`config.mk`:
```
export PLATFORM = sky130hd
export DESIGN_NAME = corelet_ctrl
export DESIGN_NICKNAME = d
export VERILOG_FILES = /design/src/rtl/corelet_ctrl.sv
export SDC_FILE = /design/constraint.sdc
export NUM_CORES = 1
export LEC_CHECK = 0
export CORE_MARGIN = 5
export CORE_UTILIZATION = 59
export CTS_CLUSTER_SIZE = 14
export DETAILED_ROUTE_END_ITERATION = 8
export PLACE_DENSITY = 0.85
export SYNTH_ARGS = -nofsm -noshare
export SYNTH_HDL_FRONTEND = slang
export SYNTH_SLANG_ARGS = --single-unit
```
`constraint.sdc`:
```
create_clock -name clk -period 12.82 [get_ports clk]
set_input_delay 1.923 -clock clk [delete_from_list [all_inputs] [get_ports clk]]
set_output_delay 1.923 -clock clk [all_outputs]
set_load 0.02 [all_outputs]
```
`src/rtl/corelet_ctrl.sv`:
```
// corelet_ctrl: control sequencer for one weight-stationary corelet tile.
// Loads `row` weights xmem -> L0 -> MAC array, waits `col` cycles for
// propagation, streams `n_act` activations through L0 in execute mode, then
// drains every psum vector from the OFIFO into pmem.
module corelet_ctrl #(
  parameter int row     = 8,
  parameter int col     = 8,
  parameter int xaddr_w = 11,
  parameter int paddr_w = 11,
  parameter int cnt_w   = 6
) (
  input  logic               clk,
  input  logic               reset,
  input  logic               start,
  input  logic [xaddr_w-1:0] w_base,
  input  logic [xaddr_w-1:0] a_base,
  input  logic [paddr_w-1:0] p_base,
  input  logic [cnt_w-1:0]   n_act,
  input  logic               ofifo_valid,
  output logic               xmem_cen,
  output logic               xmem_wen,
  output logic [xaddr_w-1:0] xmem_addr,
  output logic               l0_wr,
  output logic               l0_rd,
  output logic [1:0]         inst,
  output logic               ofifo_rd,
  output logic               pmem_cen,
  output logic               pmem_wen,
  output logic [paddr_w-1:0] pmem_addr,
  output logic               busy,
  output logic               done
);

  typedef enum logic [2:0] {
    S_IDLE,
    S_KLD_L0,
    S_KLD_ARR,
    S_KWAIT,
    S_ACT_L0,
    S_EXEC,
    S_DRAIN,
    S_DONE
  } state_t;

  localparam logic [cnt_w-1:0] ROW_C  = cnt_w'(row);
  localparam logic [cnt_w-1:0] ROW_M1 = cnt_w'(row - 1);
  localparam logic [cnt_w-1:0] COL_M1 = cnt_w'(col - 1);

  state_t               r_state, w_state_nxt;
  logic [cnt_w-1:0]     r_cnt, w_cnt_nxt;
  logic [cnt_w-1:0]     r_pops, w_pops_nxt;
  logic [xaddr_w-1:0]   r_w_base, r_a_base;
  logic [paddr_w-1:0]   r_p_base;
  logic [cnt_w-1:0]     r_n_act;

  logic                 w_pop;
  logic [xaddr_w-1:0]   w_xbase;
  logic                 w_xmem_cen_nxt;
  logic [xaddr_w-1:0]   w_xmem_addr_nxt;
  logic                 w_l0_wr_nxt;
  logic                 w_l0_rd_nxt;
  logic [1:0]           w_inst_nxt;
  logic                 w_pmem_cen_nxt;
  logic [paddr_w-1:0]   w_pmem_addr_nxt;
  logic                 w_busy_nxt;
  logic                 w_done_nxt;

  // This block never writes xmem.
  assign xmem_wen = 1'b1;

  // OFIFO pop is the only combinational output: it must react to ofifo_valid
  // in the same cycle so stalls cost no extra latency.
  assign w_pop    = (r_state == S_DRAIN) && ofifo_valid && (r_pops < r_n_act);
  assign ofifo_rd = w_pop;

  // State register, per-state cycle counter, pop counter and latched tile parameters.
  always_ff @(posedge clk or posedge reset) begin
    if (reset) begin
      r_state  <= S_IDLE;
      r_cnt    <= '0;
      r_pops   <= '0;
      r_w_base <= '0;
      r_a_base <= '0;
      r_p_base <= '0;
      r_n_act  <= '0;
    end else begin
      r_state <= w_state_nxt;
      r_cnt   <= w_cnt_nxt;
      r_pops  <= w_pops_nxt;
      if (r_state == S_IDLE && start) begin
        r_w_base <= w_base;
        r_a_base <= a_base;
        r_p_base <= p_base;
        r_n_act  <= n_act;
      end
    end
  end

  // Next-state and counter sequencing.
  always_comb begin
    w_state_nxt = r_state;
    w_cnt_nxt   = r_cnt;
    w_pops_nxt  = r_pops;
    case (r_state)
      S_IDLE: begin
        if (start) begin
          w_state_nxt = S_KLD_L0;
          w_cnt_nxt   = '0;
          w_pops_nxt  = '0;
        end
      end
      S_KLD_L0: begin
        if (r_cnt == ROW_C) begin
          w_state_nxt = S_KLD_ARR;
          w_cnt_nxt   = '0;
        end else begin
          w_cnt_nxt = r_cnt + 1'b1;
        end
      end
      S_KLD_ARR: begin
        if (r_cnt == ROW_M1) begin
          w_state_nxt = S_KWAIT;
          w_cnt_nxt   = '0;
        end else begin
          w_cnt_nxt = r_cnt + 1'b1;
        end
      end
      S_KWAIT: begin
        if (r_cnt == COL_M1) begin
          w_state_nxt = (r_n_act == '0) ? S_DONE : S_ACT_L0;
          w_cnt_nxt   = '0;
        end else begin
          w_cnt_nxt = r_cnt + 1'b1;
        end
      end
      S_ACT_L0: begin
        if (r_cnt == r_n_act) begin
          w_state_nxt = S_EXEC;
          w_cnt_nxt   = '0;
        end else begin
          w_cnt_nxt = r_cnt + 1'b1;
        end
      end
      S_EXEC: begin
        if (r_cnt == r_n_act - 1'b1) begin
          w_state_nxt = S_DRAIN;
          w_cnt_nxt   = '0;
          w_pops_nxt  = '0;
        end else begin
          w_cnt_nxt = r_cnt + 1'b1;
        end
      end
      S_DRAIN: begin
        if (w_pop) begin
          w_pops_nxt = r_pops + 1'b1;
        end
        // pops reaching n_act means this cycle carries the final pmem write
        if (r_pops == r_n_act) begin
          w_state_nxt = S_DONE;
        end
      end
      S_DONE: begin
        w_state_nxt = S_IDLE;
      end
      default: begin
        w_state_nxt = S_IDLE;
      end
    endcase
  end

  // Output values for the coming cycle, decoded from next state/counter so
  // that every strobe except ofifo_rd comes straight from a flop.
  always_comb begin
    w_xbase          = (r_state == S_IDLE) ? w_base : r_w_base;
    w_xmem_cen_nxt   = 1'b1;
    w_xmem_addr_nxt  = xmem_addr;
    w_l0_wr_nxt      = 1'b0;
    w_l0_rd_nxt      = 1'b0;
    w_inst_nxt       = 2'b00;
    w_pmem_cen_nxt   = 1'b1;
    w_pmem_addr_nxt  = pmem_addr;
    w_busy_nxt       = (w_state_nxt != S_IDLE);
    w_done_nxt       = 1'b0;
    case (w_state_nxt)
      S_KLD_L0: begin
        if (w_cnt_nxt != ROW_C) begin
          w_xmem_cen_nxt  = 1'b0;
          w_xmem_addr_nxt = w_xbase + xaddr_w'(w_cnt_nxt);
        end
        w_l0_wr_nxt = (w_cnt_nxt != '0);
      end
      S_KLD_ARR: begin
        w_l0_rd_nxt = 1'b1;
        w_inst_nxt  = 2'b01;
      end
      S_ACT_L0: begin
        if (w_cnt_nxt != r_n_act) begin
          w_xmem_cen_nxt  = 1'b0;
          w_xmem_addr_nxt = r_a_base + xaddr_w'(w_cnt_nxt);
        end
        w_l0_wr_nxt = (w_cnt_nxt != '0);
      end
      S_EXEC: begin
        w_l0_rd_nxt = 1'b1;
        w_inst_nxt  = 2'b10;
      end
      S_DONE: begin
        w_done_nxt = 1'b1;
      end
      default: begin
      end
    endcase
    // each pop is followed one cycle later by its pmem write
    if (w_pop) begin
      w_pmem_cen_nxt  = 1'b0;
      w_pmem_addr_nxt = r_p_base + paddr_w'(r_pops);
    end
  end

  // Registered outputs.
  always_ff @(posedge clk or posedge reset) begin
    if (reset) begin
      xmem_cen  <= 1'b1;
      xmem_addr <= '0;
      l0_wr     <= 1'b0;
      l0_rd     <= 1'b0;
      inst      <= 2'b00;
      pmem_cen  <= 1'b1;
      pmem_wen  <= 1'b1;
      pmem_addr <= '0;
      busy      <= 1'b0;
      done      <= 1'b0;
    end else begin
      xmem_cen  <= w_xmem_cen_nxt;
      xmem_addr <= w_xmem_addr_nxt;
      l0_wr     <= w_l0_wr_nxt;
      l0_rd     <= w_l0_rd_nxt;
      inst      <= w_inst_nxt;
      pmem_cen  <= w_pmem_cen_nxt;
      pmem_wen  <= w_pmem_cen_nxt;
      pmem_addr <= w_pmem_addr_nxt;
      busy      <= w_busy_nxt;
      done      <= w_done_nxt;
    end
  end

endmodule

```
---- Yosys cells after proc, flatten, opt, wreduce, memory -nomap -nowiden ----
Cells that the tools add are included.
storage, ports and cells
  bits in registers ....................... 84
  bits of input ports ..................... 43
  logic and storage cells ................. 92
cells by class
  add/subtract/negate cells ............... 6
  magnitude comparators ................... 1
  eq/ne operators ......................... 24
  mux-type cells .......................... 31
  reductions and logical operators ........ 14
operators by type and width
  kind                                                                     number
  6-bit two-way mux                                                        8
  11-bit by 6-bit adder with 11-bit output                                 3
  11-bit two-way mux                                                       3
  6-bit one-hot mux with 5 select lines                                    1
  3-bit one-hot mux with 8 select lines                                    1
  11-bit one-hot mux with 2 select lines                                   1
  3-bit equality test, second input constant                               7
  3-bit two-way mux                                                        7
  6-bit equality test                                                      3
  6-bit one-hot mux with 3 select lines                                    1
  6-bit by 1-bit adder with 6-bit output, second input constant            2
  2-bit inequality test, second input constant                             5
  3-bit by 2-bit equality test with 1-bit output, second input constant    3
  3-bit by 1-bit equality test with 1-bit output, second input constant    2
  6-bit by 3-bit equality test with 1-bit output, second input constant    1
  6-bit by 4-bit equality test with 1-bit output, second input constant    1
  6-bit zero test                                                          1
  6-bit less-than comparator                                               1
  1-bit two-way mux                                                        6
  6-bit by 4-bit inequality test with 1-bit output, second input constant  1
  6-bit inequality test                                                    1
  3-bit nonzero test                                                       2
  6-bit nonzero test                                                       1
  2-bit OR reduction                                                       3
  9 further kinds                                                          11

---- Depth between registers and ports, before layout ----
Gate-level depths: netlist of the first run.
  depth after elaboration ................. 7
  gate-level depth with buffers ........... 22
  depth with buffers taken out ............ 20

---- Worst setup path before layout of the first run ----
OpenSTA, ideal clock, no wires.
  path kind ............................... input port to flip-flop
  from .................................... in start
  to ...................................... reg xmem_addr[8]
  arrival time ............................ 4.833 ns
  data required time ...................... 12.692 ns
  path slack .............................. 7.859 ns
  stages on the path ...................... 16
  path buffers ............................ 0
  cells stage by stage .................... or4_1 and2_1 nand2_1 o41ai_1 or3b_1 o21ai_0 ha_1 a21o_1 a21oi_1 nor2b_1 o21ai_0 nand2b_1 nand3_1 xor2_1 mux2i_1 mux2_1
between the ends
  word-level cells in the longest chain between the ends .. 5
  elaborated cells on any way between the ends .. 17
ends and longest elaborated chain
  item                                                                           RTL line  RTL
  start: declaration                                                             14        input logic start,
  6-bit two-way mux *                                                            106       if (start) begin
  6-bit one-hot mux with 5 select lines *                                        104       case (r_state)
  named net w_cnt_nxt[2]                                                         50        logic [cnt_w-1:0] r_cnt, w_cnt_nxt;
  11-bit by 6-bit adder with 11-bit output (tied with other cells)               199       w_xmem_addr_nxt = r_a_base + xaddr_w'(w_cnt_nxt);
  11-bit two-way mux (tied with other cells)                                     197       if (w_cnt_nxt != r_n_act) begin
  11-bit one-hot mux with 2 select lines or 3-bit AND reduction (tied branches)  -
  end signal: assignment                                                         235       xmem_addr <= w_xmem_addr_nxt;
  end: declaration                                                               22        output logic [xaddr_w-1:0] xmem_addr,
The timed path passes the listed nets; every way through them passes the cells marked *. The select of a mux whose other input is x is not followed.
A chain may end at the register's enable or synchronous reset.

---- Worst setup path in the final report of the first run ----
  from .................................... in ofifo_valid
  to ...................................... out ofifo_rd
between the ends
  word-level cells in the longest chain between the ends .. 2
ends and longest elaborated chain
  item                             RTL line  RTL
  start: declaration               19        input logic ofifo_valid,
  1-bit logical AND (2 in series)  73        assign w_pop = (r_state == S_DRAIN) && ofifo_valid && (r_pops < r_n_act);
  end: declaration                 26        output logic ofifo_rd,
Every way passes these cells.

==> flow_summary.json, run 1 <==
{
  "grt_pass1_vias": 4181,
  "ant_nets": 0,
  "htreeDepth": 3,
  "synthCells": 478,
  "critical_path.startpoint": "ofifo_valid",
  "worst_slew_pin_slew_ns": 1.04,
  "initial_utilization_pct": 61.0,
  "clock_latency_ns": 0.36,
  "crit_slowest_cell": "nand4b_1",
  "die_area_um2": 10500,
  "cts_resized": 0,
  "p_per_area_nw_per_um2": 250,
  "cts_post_setup_buffers_inserted": 0,
  "clk_pin_slew_ns": 0.09,
  "synth-main-ff-cell": "dfrtp_1",
  "synth_top_cell_area_share_pct": 40.7,
  "status": "complete, no violations",
  "syn-cell-area_um2": 5040,
  "cap_violations": 0,
  "dieHeight_um": 102,
  "fin_crit_sh_pct": 47.6,
  "yosys.area.top_type": "dfrtp_1",
  "final_layout_size_suffix_gt1_share_pct": 14.8,
  "ys_types": 72,
  "path_buf_inv": 3,
  "wire_per_inst_um": 18.5,
  "tns_ns": 0,
  "gp_congestion": 0.926,
  "core_area_um2": 8260,
  "rsz0062_at_grt": "false",
  "wl_um": 12100,
  "finalClockSkew_ns": 0.0157,
  "critPathLaunchType": "input pin",
  "drt_first_pass_iters": 4,
  "ys_ff_latch": 84,
  "synth-edff-count": 0,
  "io_buffers": 74,
  "crit_arrival_ns": 4.18,
  "worst_ep_required_time_ns": 10.90,
  "grt_pass1_wl_um": 19900,
  "leakage_uw": 0.00265,
  "min_path_type": "flop to flop",
  "synth_area_leaders": "dfrtp_1 (41%), mux2_2 (7.6%), ha_1 (5.5%)",
  "diodes": 0,
  "async_flop_share_pct": 100,
  "route.detailed.drc": 0,
  "num_rows": 33,
  "overflow": 0,
  "peakVddDrop_uv": 108,
  "vias": 3865,
  "crit_chain": "clkdlybuf4s50_1, nand4b_1, inv_1, clkdlybuf4s50_1",
  "root_buffer": "clkbuf_8",
  "ctsHoldBuffers": 0,
  "fmax_mhz": 164,
  "cts_sinks": 84,
  "num_io_pins": 76,
  "holdWs_ns": 0.485,
  "setup.worst_path.end_class": "output pin",
  "nNetsFinal": 611,
  "die_w_um": 102,
  "crit_family": "buffers and inverters",
  "slew_viol_final": 0,
  "synth_area_per_cell_um2": 10.5,
  "criticalPathCategory": "input pin to output pin",
  "final_area_um2": 6020,
  "hold_viol_final": 0,
  "relSlewSlack_pct": 30.8,
  "synth_warnings": 0,
  "grt_max_degree": 85,
  "cts_tree": "built",
  "critPathMaxFanout": 27,
  "grtUsageTotal_pct": 24.6,
  "worstHoldStart": "pmem_addr[6]$_DFFE_PP0P_",
  "setup_viol": 0,
  "drt_iter0_markers": 195,
  "cts_max_path_buffers": 2,
  "antenna_found_initial": 0,
  "cp_slowest_stage_delay_ns": 0.68,
  "synth-seq-area-share_pct": 41.7,
  "worstReg2RegStart": "r_n_act[0]$_DFFE_PP0P_",
  "syn_nets": 545,
  "areaGrowthSynthToFinish_pct": 19.3,
  "vias_per_cell": 5.91,
  "placed_area_um2": 5820,
  "cp_common_cell": "clkdlybuf4s50_1",
  "hpwlAfterDp_um": 8890,
  "finalCriticalPeriod_ns": 6.10,
  "cts_buffers": 9
}
## synthesized netlist by cell type, drive strengths merged (2+ instances only)
| master | n |
|---|---|
| nand2b | 3 |
| a21o | 8 |
| buf | 10 |
| and3b | 3 |
| or4 | 2 |
| a31oi | 2 |
| dfrtp | 82 |
| nand3 | 10 |
| nand3b | 2 |
| xnor2 | 21 |
| a211oi | 2 |
| nor3b | 2 |
| o211ai | 4 |
| o311ai | 2 |
| mux2 | 45 |
| dfstp | 2 |
| mux2i | 15 |
| nor4 | 5 |
| o21a | 7 |
| o21bai | 4 |
| fa | 2 |
| nor3 | 8 |
| nand4 | 2 |
| nor2b | 7 |
| nand2 | 34 |
| nor2 | 26 |
| o21ai | 31 |
| a211o | 2 |
| and2 | 5 |
| or2 | 3 |
| or3 | 4 |
| xor2 | 19 |
| and3 | 5 |
| clkbuf | 12 |
| a21oi | 18 |
| ha | 22 |
| or3b | 2 |
| o2111ai | 2 |
| inv | 23 |
| nand4b | 2 |
| o41ai | 2 |
## registers in the layout, summed over array words and instances (netlist names), 2 cells and up
signal,flops
pmem_addr,11
r_state,3
inst,2
r_cnt,6
xmem_addr,11
r_w_base,11
r_pops,6
r_a_base,11
r_p_base,11
r_n_act,6
## where the power goes
part           leakage (uW)  internal [uW]  switching (uW)
logic               0.00150            416             413
clock network     0.0000962           90.3             102
registers           0.00105            375             108
## per-layer routing
metal  GRT usage (%)  routed length, um
met5               0                  0
met4            11.5                373
met3            4.44                555
met2            42.8               6270
met1            29.4               4900
## cells in the final DEF (no fill, tap or decap), drive strengths merged, types with 5 or more instances in the layout
| cell type | synthesis | final |
|---|---|---|
| dfrtp | 82 | 82 |
| clkdlybuf4s50 | 0 | 74 |
| mux2 | 45 | 45 |
| nand2 | 34 | 34 |
| o21ai | 31 | 31 |
| nor2 | 26 | 26 |
| inv | 23 | 22 |
| ha | 22 | 22 |
| xnor2 | 21 | 21 |
| xor2 | 19 | 19 |
| a21oi | 18 | 18 |
| mux2i | 15 | 15 |
| nand3 | 10 | 10 |
| clkbuf | 12 | 10 |
| a21o | 8 | 8 |
| nor3 | 8 | 8 |
| nor2b | 7 | 7 |
| o21a | 7 | 7 |
| and3 | 5 | 5 |
| and2 | 5 | 5 |
| nor4 | 5 | 5 |
| clkinv | 0 | 5 |
## final timing paths
kind                                                 end  slack, ns  depth (start not counted)
min in group asynchronous        r_w_base[5]$_DFFE_PP0P_       2.23                          3
worst max-delay path                            ofifo_rd       6.72                          4
worst min register to register  pmem_addr[6]$_DFFE_PP0P_       0.49                          2
worst max register to register  xmem_addr[8]$_DFFE_PP0P_       8.02                         21
worst min-delay path            pmem_addr[6]$_DFFE_PP0P_       0.49                          2
max in group asynchronous         r_n_act[1]$_DFFE_PP0P_       9.94                          3
## through the flow
stage / std cells / worst slack [ns] / total power [uW] / utilization [%]
2_1_floorplan: 478 / 7.86 / 1090 / -
3_3_place_gp: 638 / 6.82 / 1270 / 70.5
3_5_place_dp: 638 / 6.72 / 1310 / 70.5
4_1_cts: 654 / 6.72 / 1510 / 72.8
5_1_grt: 654 / 6.50 / 1610 / 72.8
6_report: 654 / 6.72 / 1510 / 72.8
## tightest hold or removal path, stage by stage, from the launching register on
cell and delay (ns):
dfrtp_1 0.35, nand2_1 0.04, o21ai_0 0.06
## cells by family after synthesis
| logic type | after synthesis | share of synthesized area (%) |
|---|---|---|
| AO/OA/AOI/OAI | 96 | 13.2 |
| XOR/XNOR | 40 | 7.25 |
| adder cells (fa/ha/maj) | 24 | 6.25 |
| buffers and inverters | 45 | 4.09 |
| flip-flops | 84 | 41.7 |
| multiplexers | 60 | 13.7 |
| other | 1 | 0.0744 |
| AND/OR/NAND/NOR | 128 | 13.7 |
## layout make-up
cell class	instances	area, um2
clock buffer	10	128
clock inverter	6	65.1
sequential	84	2100
inverter	23	87.6
fill	597	2240
tap	105	131
timing repair buffer	77	763
multi-input combinational	349	2740
Note: power is estimated with default switching activity, not from simulation.
==> run 2: changes to the inputs <==
--- a/config.mk
+++ b/config.mk
@@ -6,10 +6,10 @@
 export NUM_CORES = 1
 export LEC_CHECK = 0
 export CORE_MARGIN = 5
-export CORE_UTILIZATION = 59
+export CORE_UTILIZATION = 50
 export CTS_CLUSTER_SIZE = 14
 export DETAILED_ROUTE_END_ITERATION = 8
-export PLACE_DENSITY = 0.85
+export PLACE_DENSITY = 0.77
 export SYNTH_ARGS = -nofsm -noshare
 export SYNTH_HDL_FRONTEND = slang
 export SYNTH_SLANG_ARGS = --single-unit
==> constraint.sdc (replaced) <==
create_clock -name clk -period 5.4 [get_ports clk]
set_input_delay 0.81 -clock clk [delete_from_list [all_inputs] [get_ports clk]]
set_output_delay 0.81 -clock clk [all_outputs]
set_load 0.02 [all_outputs]
==> run 2 against run 1 <==
Net effect:
- setup slack lost 6.0 ns
- power grew 140%
- count of clock-buffer cells in the layout grew 2
- global-route usage shrank 4.7 points
- utilization shrank 11 points
- clock skew shrank 0.0066 ns
- non-clock buffer count grew 3
- cell count grew 4.4%
- clock power grew to 2.6 times the previous value
- critical path depth grew 15
- wire length shrank 2.5%
- critical endpoint is now xmem_addr[9]$_DFFE_PP0P_
- largest power group unchanged
- highest routed layer unchanged
==> flow_summary.json, run 2 (same netlist as run 1, synthesis figures left out) <==
{
  "n_fill_cell": 838,
  "cts_post_setup_buffers_inserted": 0,
  "tns_ns": 0,
  "layout_common_cells": "dfrtp_1 (82), clkdlybuf4s50_1 (74), mux2_2 (34), nand2_1 (34), o21ai_0 (30)",
  "clk_pin_slew_ns": 0.08,
  "cts_buffers": 9,
  "finalCriticalPeriod_ns": 4.64,
  "die_w_um": 110,
  "wire_per_inst_um": 17.3,
  "combPwrFrac_pct": 54.7,
  "cts_sinks": 84,
  "gp_congestion": 0.896,
  "dieHeight_um": 110,
  "grt_pass1_vias": 4066,
  "critPathMaxFanout": 18,
  "peakVddDrop_uv": 303,
  "cp_common_cell": "a21oi_1",
  "critPathLaunchType": "flop",
  "grtUsageTotal_pct": 19.9,
  "hpwlAfterDp_um": 8760,
  "ant_nets": 0,
  "power_frac_seq_pct": 31.7,
  "wl_um": 11800,
  "setup_viol": 0,
  "die_area_um2": 12200,
  "io_buffers": 74,
  "route.detailed.drc": 0,
  "hold_viol_final": 0,
  "worstHoldStart": "pmem_addr[9]$_DFFE_PP0P_",
  "slew_viol_final": 0,
  "relSlewSlack_pct": 33.1,
  "num_rows": 36,
  "min_path_type": "flop to flop",
  "cts_max_path_buffers": 2,
  "final_layout_size_suffix_gt1_share_pct": 14.7,
  "status": "complete, no violations",
  "finalClockSkew_ns": 0.00906,
  "r2r_cells": 19,
  "worst_slew_pin_slew_ns": 1.00,
  "diodes": 0,
  "num_io_pins": 76,
  "swShare_pct": 40.1,
  "r2r-end": "xmem_addr[9]$_DFFE_PP0P_",
  "p_sw_uw": 1450,
  "setup.worst_path.end_class": "flop",
  "cap_violations": 0,
  "clkPwrFrac_pct": 13.6,
  "core_area_um2": 9820,
  "antenna_found_initial": 0,
  "crit_slowest_cell": "dfrtp_1",
  "drt_iter0_markers": 173,
  "p_per_area_nw_per_um2": 593,
  "initial_utilization_pct": 51.3,
  "cp_slowest_stage_delay_ns": 0.52,
  "areaGrowthSynthToFinish_pct": 20.7,
  "root_buffer": "clkbuf_8",
  "hold_path_end": "pmem_addr[9]$_DFFE_PP0P_",
  "grt_max_degree": 44,
  "worstReg2RegStart": "r_n_act[0]$_DFFE_PP0P_",
  "criticalPathCategory": "flop to flop",
  "worst-r2r-setup-slack_ns": 0.76,
  "internal_power_uw": 2160,
  "overflow": 0,
  "holdWs_ns": 0.486,
  "crit_arrival_ns": 4.87,
  "leakage_uw": 0.00267,
  "mostFrequentLayoutCell": "dfrtp_1",
  "min_path_cells": 2,
  "cts_resized": 0,
  "rsz0062_at_grt": "false",
  "drt_first_pass_iters": 4,
  "nNetsFinal": 614,
  "fin_crit_sh_pct": 85.8,
  "crit_chain": "inv_1, ha_1, nor2b_1, a211oi_1, a211oi_1, a211o_1, nand4bb_1, buf_4, a21oi_1, ha_1, a21o_1, a21oi_1, nor2b_1, o21ai_0, a21oi_1, nand2_1, xor2_1, mux2i_1, mux2_1",
  "ctsHoldBuffers": 0,
  "vias": 3776,
  "grt_pass1_wl_um": 20000,
  "worst_ep_required_time_ns": 5.63,
  "fmax_mhz": 216,
  "vias_per_cell": 5.53,
  "htreeDepth": 3,
  "clock_latency_ns": 0.35,
  "cts_tree": "built"
}
-- run 2: changes by cell type in the layout (fill, tap and decap cells not counted) --
cell        delta
clkinv_4       -2
clkbuf_1       +1
clkinv_2       -2
clkbuf_8       +1
buf_4          +3
bufinv_16      +1
clkinvlp_4     -1
-- run 2: how the worst max path moves through the flow --
stage | depth (start not counted) | to | slack, ns | startpoint
floorplan | 22 | xmem_addr[8]$_DFFE_PP0P_ | 1.10 | r_n_act[0]$_DFFE_PP0P_
global placement | 19 | xmem_addr[9]$_DFFE_PP0P_ | 0.80 | r_n_act[0]$_DFFE_PP0P_
detailed placement | 17 | xmem_addr[8]$_DFFE_PP0P_ | 0.77 | start
CTS | 19 | xmem_addr[9]$_DFFE_PP0P_ | 0.79 | r_n_act[0]$_DFFE_PP0P_
global route | 19 | xmem_addr[7]$_DFFE_PP0P_ | 0.42 | r_n_act[0]$_DFFE_PP0P_
finish | 19 | xmem_addr[9]$_DFFE_PP0P_ | 0.76 | r_n_act[0]$_DFFE_PP0P_
-- run 2: final cells by class --
cell class                      count  area [um2]  area share, %
Clock buffer                       12         145           2.38
Clock inverter                      2        60.1          0.987
Inverter                           23        87.6           1.44
Multi-Input combinational cell    349        2740           45.0
Sequential cell                    84        2100           34.6
Tap cell                          133         166           2.73
Timing Repair Buffer               80         786           12.9
-- run 2: metrics by stage --
stage | total power [uW] | setup slack [ns] | util [%] | instance area [um2] | std cells
after detailed placement | 3120 | 0.772 | 59.9 | 5880 | 669
after CTS | 3630 | 0.791 | 62.0 | 6090 | 683
after global routing | 3870 | 0.418 | 62.0 | 6090 | 683
after floorplan | 2590 | 1.10 | - | 5040 | 478
after global placement | 3070 | 0.802 | 59.9 | 5880 | 669
final | 3610 | 0.764 | 62.0 | 6090 | 683
-- run 2: layer usage --
metal | part of all wire (%) | up-vias | track usage, %
met4 | 1.9 | 0 | 7.55
met3 | 4.7 | 14 | 3.99
met1 | 43 | 1844 | 25.2
met2 | 50 | 97 | 33.4
li1 | - | 1821 | -
met5 | 0 | - | 0
-- run 2: worst max-delay path, delay by kind of cell, from the launching register on --
kind / cells / cell delay, ns
AND/OR/NAND/NOR: 4 / 0.60
XOR/XNOR: 1 / 0.15
multiplexers: 2 / 0.39
AO/OA/AOI/OAI: 8 / 1.91
adder cells (fa/ha/maj): 2 / 0.58
flip-flops: 1 / 0.52
buffers and inverters: 2 / 0.36
-- run 2: power by group through the flow --
stage / Sequential [uW] / Clock, uW / Combinational (uW)
after CTS: 1140 / 498 / 1990
final: 1140 / 490 / 1970
after detailed placement: 1150 / 0 / 1960
after global placement: 1150 / 0 / 1930
after floorplan: 1130 / 0 / 1450
after global routing: 1180 / 528 / 2160
